===== src/rtl/usb_cfg_rx_if.sv =====
// usb_cfg_rx_if: groups the FX2 config-endpoint bus and the decoder-side bus of usb_cfg_rx.
//   FX2 side     : cfg_req, ep_empty_n, fifo_data (to receiver); fifoadr, sloe_n, slrd_n (from receiver)
//   decoder side : usb_en, usb_wr, usb_data (from receiver)
//   status       : busy, frame_done, frame_err (from receiver)
// The receiver connects through the slave modport; the environment uses master.
interface usb_cfg_rx_if;
   logic        cfg_req;
   logic        ep_empty_n;
   logic [15:0] fifo_data;
   logic [1:0]  fifoadr;
   logic        sloe_n;
   logic        slrd_n;
   logic        usb_en;
   logic        usb_wr;
   logic [15:0] usb_data;
   logic        busy;
   logic        frame_done;
   logic        frame_err;

   modport slave (
      input  cfg_req, ep_empty_n, fifo_data,
      output fifoadr, sloe_n, slrd_n, usb_en, usb_wr, usb_data, busy, frame_done, frame_err
   );

   modport master (
      output cfg_req, ep_empty_n, fifo_data,
      input  fifoadr, sloe_n, slrd_n, usb_en, usb_wr, usb_data, busy, frame_done, frame_err
   );
endinterface


===== src/rtl/usb_cfg_rx.sv =====
// usb_cfg_rx: reads 16-bit config words from the FX2 slave FIFO, buffers one complete frame
// (0xF5A5 ... 0xFA5A) and replays it to the config decoder as a gap-free burst.
// Ports:
//   usb_clk  clock
//   usb_rst  asynchronous, active-high reset
//   bus      usb_cfg_rx_if.slave: FX2 read interface, decoder word stream, status flags
module usb_cfg_rx #(
   parameter int unsigned DEPTH_LOG2 = 6,
   parameter logic [1:0]  EP_ADDR    = 2'b00,
   parameter logic [15:0] TIMEOUT    = 16'hFFFF
) (
   input  logic        usb_clk,
   input  logic        usb_rst,
   usb_cfg_rx_if.slave bus
);
   localparam int unsigned PTR_W = DEPTH_LOG2 + 1;
   localparam int unsigned DEPTH = 1 << DEPTH_LOG2;
   localparam logic [PTR_W-1:0] FULL = PTR_W'(DEPTH);
   localparam logic [15:0] HDR = 16'hF5A5;
   localparam logic [15:0] TRL = 16'hFA5A;

   typedef enum logic [2:0] {IDLE, HUNT, COLLECT, REPLAY, DONE} state_t;

   state_t            state, state_nxt;
   logic [PTR_W-1:0]  wr_ptr, wr_ptr_nxt;
   logic [PTR_W-1:0]  rd_ptr, rd_ptr_nxt;
   logic [PTR_W-1:0]  len, len_nxt;
   logic [15:0]       idle_cnt, idle_cnt_nxt;
   logic              slrd_n, slrd_n_nxt;
   logic              sloe_n, sloe_n_nxt;
   logic              usb_en, usb_en_nxt;
   logic              usb_wr, usb_wr_nxt;
   logic [15:0]       usb_data, usb_data_nxt;
   logic              busy, busy_nxt;
   logic              frame_done, frame_done_nxt;
   logic              frame_err, frame_err_nxt;
   logic              in_rx;

   logic [15:0]           mem [DEPTH];
   logic                  mem_we;
   logic [DEPTH_LOG2-1:0] mem_waddr;
   logic [15:0]           mem_wdata;

   // Frame buffer; contents are don't-care after reset, so no reset here.
   always_ff @(posedge usb_clk) begin
      if (mem_we) mem[mem_waddr] <= mem_wdata;
   end

   // State and output registers.
   always_ff @(posedge usb_clk or posedge usb_rst) begin
      if (usb_rst) begin
         state      <= IDLE;
         wr_ptr     <= '0;
         rd_ptr     <= '0;
         len        <= '0;
         idle_cnt   <= '0;
         slrd_n     <= 1'b1;
         sloe_n     <= 1'b1;
         usb_en     <= 1'b0;
         usb_wr     <= 1'b0;
         usb_data   <= '0;
         busy       <= 1'b0;
         frame_done <= 1'b0;
         frame_err  <= 1'b0;
      end else begin
         state      <= state_nxt;
         wr_ptr     <= wr_ptr_nxt;
         rd_ptr     <= rd_ptr_nxt;
         len        <= len_nxt;
         idle_cnt   <= idle_cnt_nxt;
         slrd_n     <= slrd_n_nxt;
         sloe_n     <= sloe_n_nxt;
         usb_en     <= usb_en_nxt;
         usb_wr     <= usb_wr_nxt;
         usb_data   <= usb_data_nxt;
         busy       <= busy_nxt;
         frame_done <= frame_done_nxt;
         frame_err  <= frame_err_nxt;
      end
   end

   // Next state, buffer write and next output values.
   // A word is on fifo_data exactly in the cycle where the registered slrd_n is low.
   always_comb begin
      state_nxt      = state;
      wr_ptr_nxt     = wr_ptr;
      rd_ptr_nxt     = rd_ptr;
      len_nxt        = len;
      idle_cnt_nxt   = idle_cnt;
      usb_en_nxt     = 1'b0;
      usb_wr_nxt     = 1'b0;
      usb_data_nxt   = usb_data;
      frame_done_nxt = 1'b0;
      frame_err_nxt  = frame_err;
      mem_we         = 1'b0;
      mem_waddr      = wr_ptr[DEPTH_LOG2-1:0];
      mem_wdata      = bus.fifo_data;

      unique case (state)
         IDLE: begin
            if (bus.cfg_req) state_nxt = HUNT;
         end
         HUNT: begin
            if (!bus.cfg_req) begin
               state_nxt = IDLE;
            end else if (!slrd_n && bus.fifo_data == HDR) begin
               mem_we        = 1'b1;
               mem_waddr     = '0;
               wr_ptr_nxt    = PTR_W'(1);
               idle_cnt_nxt  = '0;
               frame_err_nxt = 1'b0;
               state_nxt     = COLLECT;
            end
         end
         COLLECT: begin
            if (!bus.cfg_req) begin
               state_nxt = IDLE;
            end else if (!slrd_n) begin
               idle_cnt_nxt = '0;
               if (wr_ptr == FULL) begin
                  frame_err_nxt = 1'b1;
                  state_nxt     = HUNT;
               end else begin
                  mem_we     = 1'b1;
                  wr_ptr_nxt = wr_ptr + PTR_W'(1);
                  if (bus.fifo_data == TRL) begin
                     len_nxt    = wr_ptr + PTR_W'(1);
                     rd_ptr_nxt = '0;
                     state_nxt  = REPLAY;
                  end
               end
            end else if (idle_cnt == TIMEOUT - 16'd1) begin
               frame_err_nxt = 1'b1;
               state_nxt     = HUNT;
            end else begin
               idle_cnt_nxt = idle_cnt + 16'd1;
            end
         end
         REPLAY: begin
            usb_en_nxt   = 1'b1;
            usb_wr_nxt   = 1'b1;
            usb_data_nxt = mem[rd_ptr[DEPTH_LOG2-1:0]];
            rd_ptr_nxt   = rd_ptr + PTR_W'(1);
            if (rd_ptr == len - PTR_W'(1)) state_nxt = DONE;
         end
         DONE: begin
            usb_wr_nxt     = 1'b1;
            usb_data_nxt   = TRL;
            frame_done_nxt = 1'b1;
            state_nxt      = bus.cfg_req ? HUNT : IDLE;
         end
         default: state_nxt = IDLE;
      endcase

      // Strobe only after a high cycle: one word per two cycles hides the FX2 flag latency.
      in_rx      = (state_nxt == HUNT) || (state_nxt == COLLECT);
      sloe_n_nxt = !in_rx;
      slrd_n_nxt = !(((state == HUNT) || (state == COLLECT)) && in_rx && bus.ep_empty_n && slrd_n);
      busy_nxt   = (state_nxt != IDLE);
   end

   assign bus.fifoadr    = EP_ADDR;
   assign bus.slrd_n     = slrd_n;
   assign bus.sloe_n     = sloe_n;
   assign bus.usb_en     = usb_en;
   assign bus.usb_wr     = usb_wr;
   assign bus.usb_data   = usb_data;
   assign bus.busy       = busy;
   assign bus.frame_done = frame_done;
   assign bus.frame_err  = frame_err;
endmodule

===== src/flat_wrapper.sv =====
// flat-port wrapper written by rule: the top's interface ports become plain ports
module usb_cfg_rx_flat 
#(
   parameter int unsigned DEPTH_LOG2 = 6,
   parameter logic [1:0]  EP_ADDR    = 2'b00,
   parameter logic [15:0] TIMEOUT    = 16'hFFFF
)
  (usb_clk, usb_rst, bus_cfg_req, bus_ep_empty_n, bus_fifo_data, bus_fifoadr, bus_sloe_n, bus_slrd_n, bus_usb_en, bus_usb_wr, bus_usb_data, bus_busy, bus_frame_done, bus_frame_err);
  usb_cfg_rx_if bus_i ();
  input  logic usb_clk;
  input  logic usb_rst;
  input wire logic [$bits(bus_i.cfg_req)-1:0] bus_cfg_req;
  input wire logic [$bits(bus_i.ep_empty_n)-1:0] bus_ep_empty_n;
  input wire logic [$bits(bus_i.fifo_data)-1:0] bus_fifo_data;
  output wire logic [$bits(bus_i.fifoadr)-1:0] bus_fifoadr;
  output wire logic [$bits(bus_i.sloe_n)-1:0] bus_sloe_n;
  output wire logic [$bits(bus_i.slrd_n)-1:0] bus_slrd_n;
  output wire logic [$bits(bus_i.usb_en)-1:0] bus_usb_en;
  output wire logic [$bits(bus_i.usb_wr)-1:0] bus_usb_wr;
  output wire logic [$bits(bus_i.usb_data)-1:0] bus_usb_data;
  output wire logic [$bits(bus_i.busy)-1:0] bus_busy;
  output wire logic [$bits(bus_i.frame_done)-1:0] bus_frame_done;
  output wire logic [$bits(bus_i.frame_err)-1:0] bus_frame_err;
  assign bus_i.cfg_req = bus_cfg_req;
  assign bus_i.ep_empty_n = bus_ep_empty_n;
  assign bus_i.fifo_data = bus_fifo_data;
  assign bus_fifoadr = bus_i.fifoadr;
  assign bus_sloe_n = bus_i.sloe_n;
  assign bus_slrd_n = bus_i.slrd_n;
  assign bus_usb_en = bus_i.usb_en;
  assign bus_usb_wr = bus_i.usb_wr;
  assign bus_usb_data = bus_i.usb_data;
  assign bus_busy = bus_i.busy;
  assign bus_frame_done = bus_i.frame_done;
  assign bus_frame_err = bus_i.frame_err;
  usb_cfg_rx #(.DEPTH_LOG2(DEPTH_LOG2), .EP_ADDR(EP_ADDR), .TIMEOUT(TIMEOUT)) u_core (.usb_clk(usb_clk), .usb_rst(usb_rst), .bus(bus_i));
endmodule

===== config.mk =====
export PLATFORM = sky130hd
export DESIGN_NAME = usb_cfg_rx_flat
export DESIGN_NICKNAME = d
export VERILOG_FILES = /design/src/rtl/usb_cfg_rx_if.sv /design/src/rtl/usb_cfg_rx.sv /design/src/flat_wrapper.sv
export SDC_FILE = /design/constraint.sdc
export NUM_CORES = 1
export LEC_CHECK = 0
export BUFFER_PORTS_ARGS = -buffer_cell sky130_fd_sc_hd__clkbuf_2
export CORE_MARGIN = 1.5
export CORE_UTILIZATION = 55
export DETAILED_ROUTE_END_ITERATION = 10
export PLACE_DENSITY = 0.71
export SYNTH_ARGS = -nofsm -noshare
export SYNTH_HDL_FRONTEND = slang
export SYNTH_SLANG_ARGS = --single-unit

===== constraint.sdc =====
create_clock -name usb_clk -period 4.85 [get_ports usb_clk]
set_clock_uncertainty 0.05 [all_clocks]
set_input_delay 0.485 -clock usb_clk [delete_from_list [all_inputs] [get_ports usb_clk]]
set_output_delay 0.485 -clock usb_clk [all_outputs]
set_load 0.02 [all_outputs]

Yosys cells after proc, flatten, opt, wreduce, memory -nomap -nowiden
Memories as Yosys holds them, arrays and structs flattened.
Cells that the tools add are included.
W data, S select, Z words.
{"block": "word_totals", "ff_bits": 63, "ramBits": 1024, "out_inout_bits": 25, "n_memories": 1}
{"block": "op_classes", "add_sub_neg": 4, "eq_ne": 20, "mux": 50, "bitwise": 2, "reduce_logical": 20}
{"memory": "u_core.mem", "depth": 64, "width": 16, "read_ports": 1, "rd_clocked_by_memory_dff": 0, "wr": 1, "line": "usb_cfg_rx.sv:39", "rtl": "logic [15:0] mem [DEPTH];"}
{"op": "$mux W16", "count": 5}
{"op": "$pmux W16 S2", "count": 2}
{"op": "$mux W7", "count": 9}
{"op": "$eq A16 B16 Y1 const B", "count": 3}
{"op": "$pmux W7 S2", "count": 2}
{"op": "$mux W3", "count": 9}
{"op": "$mux W6", "count": 3}
{"op": "$mux W1", "count": 17}
{"op": "$add A16 B1 Y16 const B", "count": 1}
{"op": "$pmux W3 S5", "count": 1}
{"op": "$reduce_and A5 Y1", "count": 3}
{"op": "$add A7 B1 Y7 const B", "count": 2}
{"op": "$reduce_and A6 Y1", "count": 2}
{"op": "$eq A3 B2 Y1 const B", "count": 3}
{"op": "$ne A2 B2 Y1 const B", "count": 4}
{"op": "$eq A7 B7 Y1", "count": 1}
{"op": "$eq A7 B7 Y1 const B", "count": 1}
{"op": "$sub A7 B1 Y7 const B", "count": 1}
{"op": "$eq A3 B1 Y1 const B", "count": 2}
{"op": "$ne A3 B3 Y1 const B", "count": 2}
{"op": "$reduce_bool A2 Y1", "count": 3}
{"op": "$logic_and A1 B1 Y1", "count": 4}
{"op": "$ne A2 B1 Y1 const B", "count": 2}
{"op": "$pmux W1 S2", "count": 2}
{"op": "8 further kinds", "count": 12}

Depth between registers and ports, before layout
{"block": "logic_depth", "ltp_word": 12, "depth_mapped": 12}

Worst setup path after synthesis
Ideal clock, no wire load.
{"block": "synth_path", "kind": "register to register", "from": "reg u_core.wr_ptr[0]", "to": "mem u_core.mem[31][0] (enable)", "t_arrival_ps": 2964, "required_time_ps": 4366, "slack_ps": 1402, "stages_incl_launch_ff": 7, "path_buffers": 1, "period_less_slack_ps": 3448, "cell_sequence": "dfrtp_1 > clkbuf_1 > inv_1 > ha_1 > a41oi_1 > nand2_1 > nor4_1"}
{"block": "synth_via", "elab_chain_len": 7, "word_cells_on_any_way": 10}
{"item": "start: declaration", "line": "usb_cfg_rx.sv:25", "rtl": "logic [PTR_W-1:0] wr_ptr, wr_ptr_nxt;"}
{"item": "start signal: assignment", "line": "usb_cfg_rx.sv:67", "rtl": "wr_ptr <= wr_ptr_nxt;"}
{"item": "$eq A7 B7 Y1", "line": "usb_cfg_rx.sv:120", "rtl": "if (wr_ptr == FULL) begin"}
{"item": "$mux W1", "line": "usb_cfg_rx.sv:120"}
{"item": "$mux W1", "line": "usb_cfg_rx.sv:118", "rtl": "end else if (!slrd_n) begin"}
{"item": "$mux W1", "line": "usb_cfg_rx.sv:116", "rtl": "if (!bus.cfg_req) begin"}
{"item": "$pmux W1 S2", "line": "usb_cfg_rx.sv:99", "rtl": "unique case (state)"}
{"item": "$mux W1", "line": "usb_cfg_rx.sv:46", "rtl": "if (mem_we) mem[mem_waddr] <= mem_wdata;"}
{"item": "$mux W1 (implied by the code)", "line": "usb_cfg_rx.sv:46"}
{"item": "end: declaration", "line": "usb_cfg_rx.sv:39"}
Parallel ways exist; a longest one is shown, timed or not.

Worst setup path in the final report
{"block": "layout_path", "from": "reg u_core.state[2]", "to": "mem u_core.mem[14][10] (enable)"}
{"block": "layout_via", "elab_chain_len": 4, "word_cells_on_any_way": 6}
{"item": "start: declaration", "line": "usb_cfg_rx.sv:24", "rtl": "state_t state, state_nxt;"}
{"item": "start signal: assignment", "line": "usb_cfg_rx.sv:66", "rtl": "state <= state_nxt;"}
{"item": "$eq A3 B2 Y1 or $eq A3 B1 Y1 (tied branches)", "line": "usb_cfg_rx.sv:99"}
{"item": "$pmux W1 S2", "line": "usb_cfg_rx.sv:99"}
{"item": "$mux W1", "line": "usb_cfg_rx.sv:46"}
{"item": "$mux W1 (implied by the code)", "line": "usb_cfg_rx.sv:46"}
Parallel ways exist; a longest one is shown, timed or not.

==> run summary <==
Status - finished, final reports clean
WHS Endpoint - u_core.bus.slrd_n
DRT antenna net count - 0
Vias/cell - 6.64
Initial antenna violation count - 5
# DRC - 0
Post-synth EDFFs - 1024
Unique masters post-synth - 80
Sequential share of the synthesized area - 75.4%
Core area - 0.0773 mm²
GR peak layer - met2
Most frequent cells in the layout - 1024 x edfxtp_1, 224 x mux4_2, 121 x nor2_1
Clock Latency Late Sink - 0.67 ns
Root buf cell - clkbuf_16
Asr flop ratio synth - 5.80%
Period utilization - 80.4%
MaxCap Viol Count - 0
Num CTS Buffers - 106
Worst Hold Depth - 3
GR Util met2 - 43.6%
Setup crit start kind - flop
GR Util All Layers - 28.9%
RSZ-0062 raised after global routing - no
First-pass DRT Iterations - 5
Remaining global-route overflow - 0
Slew Limit Fails - 0
Die extent in y - 282 µm
Commonest non-fill, non-tap cell in the layout - edfxtp_1
First-pass GRT wire length - 161000 µm
FF+latch count, synth - 1087
CTS tree - yes
Cells after synthesis - 2153
Final wirelength - 112000 µm
Hold WS - 0.0709 ns
Via count of the first global-routing pass - 22500
Post-Syn Area - 0.0429 mm²
Pwr/cell area - 390 mW/mm²
Hold Vio Cnt, Final - 0
Met3 GRT Util - 7.48%
Buffers on Ports - 42
Drt wl/cell - 32.7 µm
Yosys top cell area share - 71.7%
Area contributors post-synth - edfxtp_1 72%, mux4_2 12%, dfrtp_1 3.6%
I/O pins - 45
R2r setup slk - 0.95 ns
Slew Limit Headroom - 26.2%
Final Setup Violations - 0
DPL Wire Length - 68900 µm
Filler instances - 5310
Die width - 282 µm
Crit Reg-Reg Startpoint - u_core.state[2]
Data required, critical path - 5.23 ns
Largest area contributor in the netlist - edfxtp_1
Largest net degree at the start of global routing - 84
NumNets Final - 2330
Number of clock sinks - 1087
Via count - 22800
Total Die Area - 0.0796 mm²
GP Congestion - 1.06
CP Max Fanout - 15
Clk pin slew, worst setup/hold paths - 0.06 ns
Critical path type - flop to flop
Actual slew at the worst max-slew pin - 1.08 ns
Reg-to-reg endpoint - u_core.mem[14][10]
Max IR drop VDD - 0.000277 V
Critical path arrival - 4.28 ns
Initial detailed-routing violation count - 3252
Synthesized area per cell - 19.9 µm²
Max clock buf depth - 3
Setup TNS - 0 ns
H-tree levels - 3
Post-layout min period - 3.90 ns
Critical Path End Type - flop
Leak pwr - 15.7 nW
Site Rows - 102
Tightest Hold Check Type - input pin to flop
Fmax - 256 MHz
Main synth FF type - edfxtp_1
Share of post-route cells with drive strength above 1 - 24.3%
Met1 usage - 40.4%
Area growth, synth to finish - 12.6%
Reg2Reg Depth - 8
Ys Warns - 0
Initial Util - 55.4%
Hold Startpoint - bus_ep_empty_n
## power by group
part           internal [mW]  switching, mW  total [mW]
logic                 0.0196          0.199       0.219
clock network           4.90           3.45        8.34
registers               10.3        0.00350        10.3
## stage by stage
step           util, %  power [mW]  std cells  worst slack, ns  cell area, µm²
2_1_floorplan        -        10.5       2154             1.40           42900
3_3_place_gp      57.8        10.7       3234            0.716           44700
3_5_place_dp      57.8        10.7       3234            0.650           44700
4_1_cts           62.4        18.9       3432             1.04           48200
5_1_grt           62.4        19.3       3433            0.888           48300
6_report          62.4        18.8       3436            0.950           48300
## critical path, cell delays in order, from the launching register on
cell and delay (ns):
dfrtp_1 0.46, nor2_1 0.74, nand3_1 0.68, nor3_4 0.30
buf_4 0.33, nor2_1 0.13, nand3b_1 0.37, nor2_1 0.28
buf_4 0.29
## state kept, by name (all words and copies together), names as in the netlist
name,count
u_core.rd_ptr,7
u_core.bus.usb_en,1
u_core.mem,1024
u_core.bus.usb_wr,1
u_core.bus.frame_done,1
u_core.bus.sloe_n,1
u_core.bus.usb_data,16
u_core.state,3
u_core.len,7
u_core.idle_cnt,16
u_core.bus.slrd_n,1
u_core.bus.busy,1
u_core.bus.frame_err,1
u_core.wr_ptr,7
## cells by family (layout without fill, tap and decap cells)
family	Yosys count	in the layout	synth area share (%)
XOR/XNOR	21	21	0.429
AND/OR/NAND/NOR	314	314	3.63
adder cells (fa/ha/maj)	6	6	0.175
flip-flops	1087	1087	75.4
buffers and inverters	136	375	1.79
other	1	5	0.00875
multiplexers	335	335	14.4
AO/OA/AOI/OAI	253	253	4.13
## cell usage after synthesis (10+ instances only)
cell	instances
nand2_1	53
nor2b_1	16
xor2_1	11
nor3_1	14
clkbuf_1	44
a211oi_1	34
edfxtp_1	1024
mux2i_1	97
o21ai_0	32
mux4_2	224
inv_1	14
buf_4	16
nand3_1	28
o221ai_1	19
dfrtp_1	61
xnor2_1	10
nand4_1	11
mux2_2	14
nor2_1	122
buf_6	11
o22ai_1	18
a22oi_1	24
buf_2	38
a21oi_1	43
## metal layers
layer,up-vias,routed length [µm]
met5,-,45
met4,6,5060
met3,260,12100
met2,1365,52100
met1,12000,43100
li1,9233,-
## worst max path at each step
| stage | from | endpoint | slack, ns | cells past startpoint |
|---|---|---|---|---|
| 6_report | u_core.state[2] | u_core.mem[14][10] | 0.95 | 8 |
| 5_1_grt | u_core.state[2] | u_core.mem[14][5] | 0.89 | 8 |
| 4_1_cts | u_core.state[2] | u_core.mem[14][5] | 1.04 | 8 |
| 3_5_place_dp | bus_fifo_data[3] | u_core.rd_ptr[6] | 0.65 | 8 |
| 3_3_place_gp | bus_fifo_data[3] | u_core.rd_ptr[5] | 0.72 | 8 |
| 2_1_floorplan | u_core.wr_ptr[0] | u_core.mem[31][0] | 1.40 | 6 |
## cell type report
cell class | instances | area, µm² | area share, %
diodes | 3 | 7.51 | 0.0156
clock buffers | 133 | 2850 | 5.90
clock inverters | 64 | 701 | 1.45
inverters | 16 | 60.1 | 0.124
multi-input cells | 931 | 9800 | 20.3
flip-flops and latches | 1087 | 32300 | 67.0
well taps | 1040 | 1300 | 2.70
repair buffers | 162 | 1200 | 2.49
## timing repair
action                    4_1_cts  5_1_grt
hold endpoints to repair       28        0
buffers inserted                0        0
hold buffers                    1        0
gates resized for setup         0        0
Note: power is estimated with default switching activity, not from simulation.
